## src/rtl/mem_arb_pkg.sv

```systemverilog
// Shared types for the IF/MEM memory port arbiter.
// State encoding, grant codes and default bus widths.
package mem_arb_pkg;

  localparam int ADDR_W_DEF = 32;
  localparam int DATA_W_DEF = 32;

  typedef enum logic [1:0] {
    IDLE,
    BUSY_IF,
    BUSY_DM,
    RESP
  } arb_state_t;

  localparam logic [1:0] GNT_NONE = 2'd0;
  localparam logic [1:0] GNT_IF   = 2'd1;
  localparam logic [1:0] GNT_DM   = 2'd2;

endpackage

```

## src/rtl/mem_port_arbiter.sv

```systemverilog
// Arbitrates fetch and data accesses onto one single-ported memory.
// Data wins by default; a starvation counter forces a fetch grant.
module mem_port_arbiter
  import mem_arb_pkg::*;
#(
  parameter int ADDR_W      = ADDR_W_DEF,
  parameter int DATA_W      = DATA_W_DEF,
  parameter int STARVE_MAX  = 4,
  parameter int TIMEOUT_CYC = 64
) (
  input  logic              clk_i,
  input  logic              rst_i,
  input  logic              if_req_i,
  input  logic [ADDR_W-1:0] if_addr_i,
  output logic [DATA_W-1:0] if_rdata_o,
  output logic              if_valid_o,
  output logic              if_stall_o,
  input  logic              dm_req_i,
  input  logic              dm_we_i,
  input  logic [ADDR_W-1:0] dm_addr_i,
  input  logic [DATA_W-1:0] dm_wdata_i,
  output logic [DATA_W-1:0] dm_rdata_o,
  output logic              dm_valid_o,
  output logic              dm_stall_o,
  output logic              mem_req_o,
  output logic              mem_we_o,
  output logic [ADDR_W-1:0] mem_addr_o,
  output logic [DATA_W-1:0] mem_wdata_o,
  input  logic              mem_ack_i,
  input  logic [DATA_W-1:0] mem_rdata_i,
  output logic              timeout_o
);

  localparam int SW = $clog2(STARVE_MAX + 1);
  localparam int WW = $clog2(TIMEOUT_CYC + 1);
  localparam logic [SW-1:0] STARVE_LIM = SW'(STARVE_MAX);
  localparam logic [WW-1:0] WAIT_LIM   = WW'(TIMEOUT_CYC);

  arb_state_t      r_state;
  logic [SW-1:0]   r_starve;
  logic [WW-1:0]   r_wait;
  logic [1:0]      w_gnt;

  assign if_stall_o = if_req_i & ~if_valid_o;
  assign dm_stall_o = dm_req_i & ~dm_valid_o;

  always_comb begin
    w_gnt = GNT_NONE;
    if (dm_req_i && !(if_req_i && r_starve == STARVE_LIM))
      w_gnt = GNT_DM;
    else if (if_req_i)
      w_gnt = GNT_IF;
  end

  always_ff @(posedge clk_i) begin
    if (rst_i) begin
      r_state     <= IDLE;
      r_starve    <= '0;
      r_wait      <= '0;
      mem_req_o   <= 1'b0;
      mem_we_o    <= 1'b0;
      mem_addr_o  <= '0;
      mem_wdata_o <= '0;
      if_rdata_o  <= '0;
      if_valid_o  <= 1'b0;
      dm_rdata_o  <= '0;
      dm_valid_o  <= 1'b0;
      timeout_o   <= 1'b0;
    end else begin
      unique case (r_state)
        IDLE: begin
          unique case (w_gnt)
            GNT_DM: begin
              mem_req_o   <= 1'b1;
              mem_we_o    <= dm_we_i;
              mem_addr_o  <= dm_addr_i;
              mem_wdata_o <= dm_wdata_i;
              r_state     <= BUSY_DM;
              if (if_req_i && r_starve != STARVE_LIM)
                r_starve <= r_starve + 1'b1;
            end
            GNT_IF: begin
              mem_req_o  <= 1'b1;
              mem_we_o   <= 1'b0;
              mem_addr_o <= if_addr_i;
              r_state    <= BUSY_IF;
              r_starve   <= '0;
            end
            default: ;
          endcase
        end
        BUSY_IF, BUSY_DM: begin
          if (mem_ack_i) begin
            mem_req_o <= 1'b0;
            r_wait    <= '0;
            r_state   <= RESP;
            if (r_state == BUSY_IF) begin
              if_rdata_o <= mem_rdata_i;
              if_valid_o <= 1'b1;
            end else begin
              dm_valid_o <= 1'b1;
              if (!mem_we_o)
                dm_rdata_o <= mem_rdata_i;
            end
          end else if (r_wait != WAIT_LIM) begin
            // Saturates so a hung memory cannot wrap the counter
            r_wait <= r_wait + 1'b1;
            if (r_wait == WAIT_LIM - 1'b1)
              timeout_o <= 1'b1;
          end
        end
        RESP: begin
          if_valid_o <= 1'b0;
          dm_valid_o <= 1'b0;
          r_state    <= IDLE;
        end
      endcase
    end
  end

endmodule

```

## config.mk

```make
export PLATFORM = sky130hd
export DESIGN_NAME = mem_port_arbiter
export DESIGN_NICKNAME = d
export VERILOG_FILES = /design/src/rtl/mem_arb_pkg.sv /design/src/rtl/mem_port_arbiter.sv
export SDC_FILE = /design/constraint.sdc
export NUM_CORES = 1
export LEC_CHECK = 0
export ABC_AREA = 0
export CORE_AREA = 4 4 101 103
export CTS_CLUSTER_DIAMETER = 60
export DETAILED_ROUTE_END_ITERATION = 6
export DIE_AREA = 0 0 105 107
export DONT_BUFFER_PORTS = 1
export PLACE_DENSITY = 0.76
export SLEW_MARGIN = 10
export SYNTH_ARGS = -nofsm -noshare
export SYNTH_HDL_FRONTEND = slang
export SYNTH_SLANG_ARGS = --single-unit
```

## constraint.sdc

```tcl
create_clock -name clk_i -period 4.73 [get_ports clk_i]
set_clock_uncertainty 0.05 [all_clocks]
set_input_delay 0.473 -clock clk_i [delete_from_list [all_inputs] [get_ports clk_i]]
set_output_delay 0.473 -clock clk_i [all_outputs]
set_load 0.005 [all_outputs]
```

Yosys cells after proc, flatten, opt, wreduce, memory -nomap -nowiden
Cells that the tools add are included.

Divide/modulo/power cells: 0. Add/subtract/negate cells: 2. Multiply operators: 0. Reduce and logical (&&, ||, !) cells: 22. Bitwise operators: 7. Muxes and demuxes: 20. Shifts and indexed selects: 0. Equal/unequal tests: 15. $lt $le $gt $ge: 0.

Operator list (number): $pmux 32 s2 (1); $reduce_and 3->1 (5); $mux 7 (2); $ne 2x2->1 const B (5); $pmux 1 s2 (4); $reduce_and 2->1 (4); $reduce_and 4->1 (2); $reduce_bool 2->1 (4); $add 7x1->7 const B (1); $eq 7x6->1 const B (1); $mux 1 (7); $ne 7x7->1 const B (1); $eq 2x2->1 const B (3); $pmux 2 s3 (1); $pmux 3 s2 (1); $not 1->1 (5); $eq 2x1->1 const B (2); $mux 2 (2); $pmux 2 s2 (1); $reduce_or 2->1 (2); $add 3x1->3 const B (1); $eq 3x3->1 const B (1); $logic_and 1x1->1 (3); $mux 3 (1); 5 further kinds (6).

Logic and storage cells: 78. ROM bits: 0. Input bits: 134. Latch bits: 0. Bits in writable memories: 0. Bits in registers: 145. Memories: 0.

Logic depth before layout (Yosys ltp)
Gate-level depths: netlist (run 1).

Depth after elaboration: 9. Depth in mapped cells: 8.

Worst setup path before layout (run 1)
Ideal clock, no wire load.

Path type: register to register. Start point: register r_state[0]. End point: register dm_rdata_o[30]. Stages on the path, launching flop included: 8. Arrival time: 1.494 ns. Period minus slack after synthesis: 1.615 ns. Path slack: 3.115 ns. Required time: 4.609 ns. Cell sequence: dfxtp_1 > inv_1 > ha_1 > inv_2 > nor3b_2 > buf_2 > nand2_1 > a21oi_1.

Word-level cells in the longest chain between the ends: 3.

Ends and longest elaborated chain: from (decl) (line mem_port_arbiter.sv:39) `arb_state_t r_state;`; from (signal assigned) (line mem_port_arbiter.sv:57) `r_state <= IDLE;`; from (signal assigned) (line mem_port_arbiter.sv:78) `r_state <= BUSY_DM;`; from (signal assigned) (line mem_port_arbiter.sv:86) `r_state <= BUSY_IF;`; $eq 2x1->1 / $eq 2x2->1 (equally long branches) (line mem_port_arbiter.sv:70, mem_port_arbiter.sv:97); $reduce_or 2->1 / $not 1->1 (equally long branches); $reduce_and 4->1 (no line) (*); to (signal assigned) (line mem_port_arbiter.sv:103) `dm_rdata_o <= mem_rdata_i;`; to (decl) (line mem_port_arbiter.sv:22) `output logic [DATA_W-1:0] dm_rdata_o,`.

Every way passes the cells marked *; elsewhere a longest branch is shown, timed or not. A chain may end at the register's enable or synchronous reset.

Worst setup path after layout (run 1)
Start point: register r_starve[0]. End point: register mem_wdata_o[13].

Word-level cells in the longest chain between the ends: 7.

Ends and longest elaborated chain: from (decl) (line mem_port_arbiter.sv:40) `logic [SW-1:0] r_starve;`; from (signal assigned) (line mem_port_arbiter.sv:80) `r_starve <= r_starve + 1'b1;`; $eq 3x3->1 (line mem_port_arbiter.sv:49) `if (dm_req_i && !(if_req_i && r_starve == STARVE_LIM))`; $logic_and 1x1->1 (line mem_port_arbiter.sv:49); $logic_not 1->1 (line mem_port_arbiter.sv:49); $logic_and 1x1->1 (line mem_port_arbiter.sv:49); $mux 2 (line mem_port_arbiter.sv:49); $eq 2x2->1 (line mem_port_arbiter.sv:72) `unique case (w_gnt)`; $reduce_and 2->1 (no line); to (signal assigned) (line mem_port_arbiter.sv:77) `mem_wdata_o <= dm_wdata_i;`; to (decl) (line mem_port_arbiter.sv:28) `output logic [DATA_W-1:0] mem_wdata_o,`.

No other way between the ends.

==> flow_metrics.tcl, run 1 <==
set metrics [dict create \
    synth_commonest_cells "nand2_1, dfxtp_1, a21oi_1" \
    worstPathRequired_ns 5.06 \
    rsz0062_at_grt "no" \
    start_util_pct 61.2 \
    cts_sinks 145 \
    timing.fmax_ghz 0.439 \
    timing.hold.ws_ns 0.0256 \
    setup_tns_ns 0 \
    max_slew.worst_pin.slew_ns 1.24 \
    cpPeakStageDelay_ns 0.82 \
    htree_levels 4 \
    areaGrowthSynthToFinish_pct 9.96 \
    clk_pin_slew_worst_paths_ns 0.07 \
    crit_buf_inv 1 \
    cts_root_buffer "clkbuf_8" \
    nFillCells 742 \
    layout-drive-gt1-share_pct 6.16 \
    grt_pass1_wl_um 22000 \
    firstDrtPassIters 5 \
    hpwl_um 9670 \
    routed_wl_um 14000 \
    drc_errors 0 \
    max-cap-violations 0 \
    ys.warnings.count 0 \
    yosys.cell_count.top_type "nand2_1" \
    vias 4733 \
    wl_per_cell_um 17.4 \
    synth_edf_count 0 \
    avgSynthCellArea_um2 7.87 \
    ir_drop_v 0.000440 \
    status "finished clean" \
    place_congestion 0.814 \
    grt_max_degree 144 \
    post-route-period-util_pct 48.2 \
    drt_iter0_drc 325 \
    cp_max_fo 32 \
    synth_area_leaders "dfxtp_1, nand2_1, a21oi_1" \
    antenna_cells 0 \
    portBuffers 0 \
    synthesis.area_um2 5630 \
    netlist_instances 715 \
    die_h_um 107 \
    grt_pass1_vias 4566 \
    cpMostUsedCell "nand3_1" \
    critPathArrivalTime_ns 2.61 \
    tritoncts "yes" \
    synth_top_area_share_pct 51.6 \
    critPathSlowestCell "nand3_1" \
    finalPower_mw 3.94 \
    ys_types 40 \
    clk_path_buf_depth 2 \
    multi_input_area_um2 2450 \
    timing.final.hold_violations 0 \
    crit_type "register to register" \
    slew_headroom_pct 17.4 \
    synthArstFlopShare_pct 0 \
    synth.net_count 857 \
    ctsHoldBuffers 1 \
    setup_viol 0 \
    critPathLaunchType "register" \
    crit_family "simple AND/OR/NAND/NOR gates" \
    ys.flop_type "dfxtp_1" \
    drv_slew 0 \
    leakagePower_nw 2.27 \
    hold_path_class "input pin to register" \
    end_kind "register" \
    num_rows 35 \
    insertion_delay_ns 0.51 \
    antenna_found_initial 0 \
    cts_made_buffers 17 \
    layout_min_cycle_time_ns 2.28 \
    seqCellArea_um2 2900 \
    die_x_um 105 \
    grt_usage_pct 24.1 \
    io_pins 269 \
    nets 827 \
    ys_ff_latch 145 \
    final_antenna_net_count 0 \
    core_region_area_um2 9200 \
    crit_chain "inv_1 -> ha_1 -> nand3_1 -> nand3_1 -> nand2_1 -> a21oi_1" \
    synth_top_cell_by_area "dfxtp_1" \
    ys_seq_area_share_pct 51.6 \
    viasPerCell 5.85 \
    grt_remaining_overflow 0 \
    cts_resized 0 \
    cts_setup_buffers 0 \
    dieArea_um2 11200 \
    p_per_area_nw_per_um2 636 \
    post-route-util_pct 67.3 \
]
## sequential cells by signal, summed over array words and instances (netlist names)
signal,flops
dm_rdata_o,32
dm_valid_o,1
if_rdata_o,32
if_valid_o,1
mem_addr_o,32
mem_req_o,1
mem_wdata_o,32
mem_we_o,1
r_starve,3
r_state,2
r_wait,7
timeout_o,1
## routing by layer
layer / share of wire (%) / track usage (%) / vias up
met4: 2.3 / 9.09 / 0
li1: - / - / 2321
met2: 51 / 42.9 / 237
met1: 36 / 25.5 / 2149
met3: 10 / 9.81 / 26
met5: 0 / 0 / -
## final timing paths
kind / depth (start not counted) / slack (ns) / startpoint / to
max reg2reg: 6 / 2.45 / r_starve[0] / mem_wdata_o[13]
min reg2reg: 2 / 0.43 / if_rdata_o[27] / if_rdata_o[27]
max: 6 / 2.45 / r_starve[0] / mem_wdata_o[13]
min: 1 / 0.03 / rst_i / r_wait[1]
## power by group
part	leakage (nW)	total (mW)	internal [mW]	switching (mW)
sequential	1.19	1.73	1.49	0.236
clock	0.283	1.32	0.780	0.541
combinational	0.800	0.887	0.316	0.571
total	2.27	3.94	2.59	1.35
## stage by stage
step | area [um2] | instances | worst slack (ns)
final | 6190 | 809 | 2.45
after floorplan | 5630 | 715 | 3.11
after CTS | 6150 | 807 | 2.28
after global routing | 6190 | 809 | 2.21
after global placement | 5530 | 774 | 2.40
after detailed placement | 5530 | 774 | 2.30
## placed cells by master, fill, tap and decap left out, types with 3 or more instances in the layout
master	count
nand2_1	266
a311oi_1	32
clkinvlp_4	3
nor2_1	44
nor2b_1	3
and3_1	4
inv_6	4
clkbuf_16	16
inv_1	7
ha_1	8
o21ai_0	9
a22oi_1	4
a21oi_1	105
nand3_1	5
dfxtp_1	145
nand2b_1	5
clkinv_4	3
## final cells by class
class,instances,area share [%]
inverter,8,0.485
clock buffer,18,6.91
sequential,145,46.9
timing repair buffer,3,1.13
multi-input combinational,510,39.6
clock inverter,14,2.69
tap,111,2.24
## kinds of logic (layout without fill, tap and decap cells)
group           count (synthesis)  in the layout  synth area share (%)
buf+inv                        60             43                  4.98
flops                         145            145                  51.6
compound gates                161            161                  17.3
fa+ha+maj                       8              8                  1.78
simple gates                  341            341                  24.4
(Power assumes the default switching activity.)
==> run 2, diff against run 1 <==
- ABC_AREA: 0 -> 1
- CORE_AREA: 4 4 101 103 -> default
- CORE_MARGIN: default -> 4
- CORE_UTILIZATION: default -> 57
- DIE_AREA: 0 0 105 107 -> default
- PLACE_DENSITY: 0.76 -> 0.75
- clock period: 4.73 -> 2 ns (I/O delays scaled with it)
==> run 2 against run 1 <==
  * Die area rose by 7.5%
  * Via count rose by 29%
  * Global-route usage rose by 6.4 points
  * Largest cell class unchanged
  * Hold slack improved by 0.0050 ns
  * Cell area rose by 28%
  * Synthesized area rose by 5.1%
==> flow_metrics.tcl, run 2 <==
set metrics [dict create \
    grt_remaining_overflow 0 \
    status "finished clean" \
    worst-r2r-setup-slack_ns 0.15 \
    synth_edf_count 0 \
    seqCellArea_um2 2900 \
    grt_usage_pct 30.5 \
    ir_drop_v 0.000744 \
    io_pins 269 \
    place_congestion 0.820 \
    die_h_um 110 \
    wl_per_cell_um 17.1 \
    setup_tns_ns 0 \
    cp_max_fo 34 \
    cpMostUsedCell "nand2_1" \
    clk_path_buf_depth 2 \
    num_rows 36 \
    dpl.cell_count 938 \
    cts_setup_buffers 0 \
    multi_input_area_um2 2550 \
    crit_cells 10 \
    fin_cells 1102 \
    r2r_start "r_starve[0]" \
    start_util_pct 59.4 \
    cts_sinks 145 \
    avgSynthCellArea_um2 6.99 \
    drv_slew 0 \
    drt_iter0_drc 557 \
    dieArea_um2 12100 \
    routed_wl_um 18800 \
    synth_top_cell_by_area "dfxtp_1" \
    worstPathRequired_ns 2.41 \
    critPathSlowestCell "inv_2" \
    finalPower_mw 10.6 \
    htree_levels 4 \
    r2r-end "mem_addr_o[5]" \
    cts_made_buffers 17 \
    pwr-share-comb_pct 28.3 \
    layout-drive-gt1-share_pct 5.26 \
    firstDrtPassIters 7 \
    synthesis.area_um2 5920 \
    crit_buf_inv 3 \
    synthArstFlopShare_pct 0 \
    layout_commonest_cell "nor2_1" \
    antenna_found_initial 0 \
    ys.warnings.count 0 \
    nFillCells 643 \
    die_x_um 110 \
    synth_area_leaders "dfxtp_1, nor2_1, nand2_1" \
    synth.net_count 988 \
    drc_errors 0 \
    crit_path_start "r_starve[0]" \
    antenna_cells 0 \
    crit_family "simple AND/OR/NAND/NOR gates" \
    core_region_area_um2 9950 \
    intPower_mw 6.80 \
    rsz0062_at_grt "no" \
    worst_r2r_path_depth 10 \
    hold_path_class "input pin to register" \
    cts_root_buffer "clkbuf_8" \
    tritoncts "yes" \
    ys_ff_latch 145 \
    timing.fmax_ghz 0.540 \
    post-route-period-util_pct 92.6 \
    final_antenna_net_count 0 \
    p_sw_mw 3.83 \
    nets 1100 \
    layout_min_cycle_time_ns 1.85 \
    end_kind "register" \
    crit_chain "inv_1 -> ha_1 -> nand3_1 -> nand2_1 -> nand2_2 -> inv_2 -> nand2_1 -> nand3_1 -> nand2_1 -> inv_1" \
    seqPwrFrac_pct 41.6 \
    grt_pass1_wl_um 28800 \
    timing.hold.ws_ns 0.0306 \
    slew_headroom_pct 58.5 \
    max-cap-violations 0 \
    power.share.clock_pct 30.1 \
    insertion_delay_ns 0.51 \
    vias 6090 \
    synth_commonest_cells "nor2_1, nand2_1, dfxtp_1" \
    grt_pass1_vias 5940 \
    portBuffers 0 \
    areaGrowthSynthToFinish_pct 33.6 \
    ys_seq_area_share_pct 49.1 \
    yosys.cell_count.top_type "nor2_1" \
    crit_type "register to register" \
    max_slew.worst_pin.slew_ns 0.623 \
    critPathArrivalTime_ns 2.26 \
    timing.final.hold_violations 0 \
    leakagePower_nw 3.45 \
    p_sw_share_pct 36.1 \
    endpoint "mem_addr_o[5]" \
    hpwl_um 10900 \
    ys.flop_type "dfxtp_1" \
    p_per_area_nw_per_um2 1350 \
    viasPerCell 5.53 \
    critPathLaunchType "register" \
    grt_max_degree 78 \
    ys_types 22 \
    netlist_instances 846 \
    synth_top_area_share_pct 49.1 \
    setup_viol 0 \
    clk_pin_slew_worst_paths_ns 0.06 \
    cpPeakStageDelay_ns 0.46 \
    final_cell_mix "nor2_1, nand2_1, dfxtp_1" \
]
==> run 2: worst min-delay path by stage <==
stage / slack, ns / start / cells after the start / end
after global routing: 0.03 / rst_i / 2 / mem_wdata_o[18]
final: 0.03 / rst_i / 2 / r_state[1]
after global placement: 0.23 / rst_i / 1 / mem_wdata_o[30]
after floorplan: 0.29 / dm_we_i / 2 / mem_we_o
after detailed placement: 0.24 / rst_i / 1 / r_wait[2]
after CTS: 0.004 / rst_i / 2 / mem_wdata_o[18]
==> run 2: cell families after synthesis <==
kind of cell,Yosys count,share of synthesized area (%)
simple gates,460,31.1
flops,145,49.1
fa+ha+maj,8,1.69
compound gates,121,10.4
buf+inv,112,7.82
==> run 2: cell type report <==
| class | count | share of cell area [%] |
|---|---|---|
| Clock buffer | 17 | 5.24 |
| Clock inverter | 13 | 2.36 |
| Inverter | 59 | 2.83 |
| Multi-Input combinational cell | 589 | 32.3 |
| Sequential cell | 145 | 36.7 |
| Tap cell | 133 | 2.10 |
| Timing Repair Buffer | 146 | 18.5 |
==> run 2: metal layers <==
metal	global-route usage, %	wire length, um	vias to the layer above
li1	-	-	2880
met1	32.5	6570	2763
met2	51.6	9200	379
met3	11.9	2280	68
met4	16.8	779	0
met5	0	0	-
==> run 2: what timing repair did <==
action	in CTS	in global routing
hold buffers	134	0
gates resized for setup	0	2
endpoints found under the setup margin	0	1
hold endpoints to repair	144	0
==> run 2: metrics by stage <==
step	util (%)	instance area (um2)	setup slack, ns
finish	79.4	7910	0.148
global route	79.4	7910	0.0270
CTS	79.4	7900	0.187
detailed placement	59.7	5940	0.210
global placement	59.7	5940	0.290
floorplan	-	5920	0.385
==> run 2: power by group through the flow <==
stage | registers (mW) | logic, mW | clock network, mW
2_1_floorplan | 4.21 | 2.21 | 0
3_3_place_gp | 4.44 | 2.48 | 0
3_5_place_dp | 4.46 | 2.62 | 0
4_1_cts | 4.40 | 2.88 | 3.26
5_1_grt | 4.51 | 3.41 | 3.38
6_report | 4.42 | 3.01 | 3.20
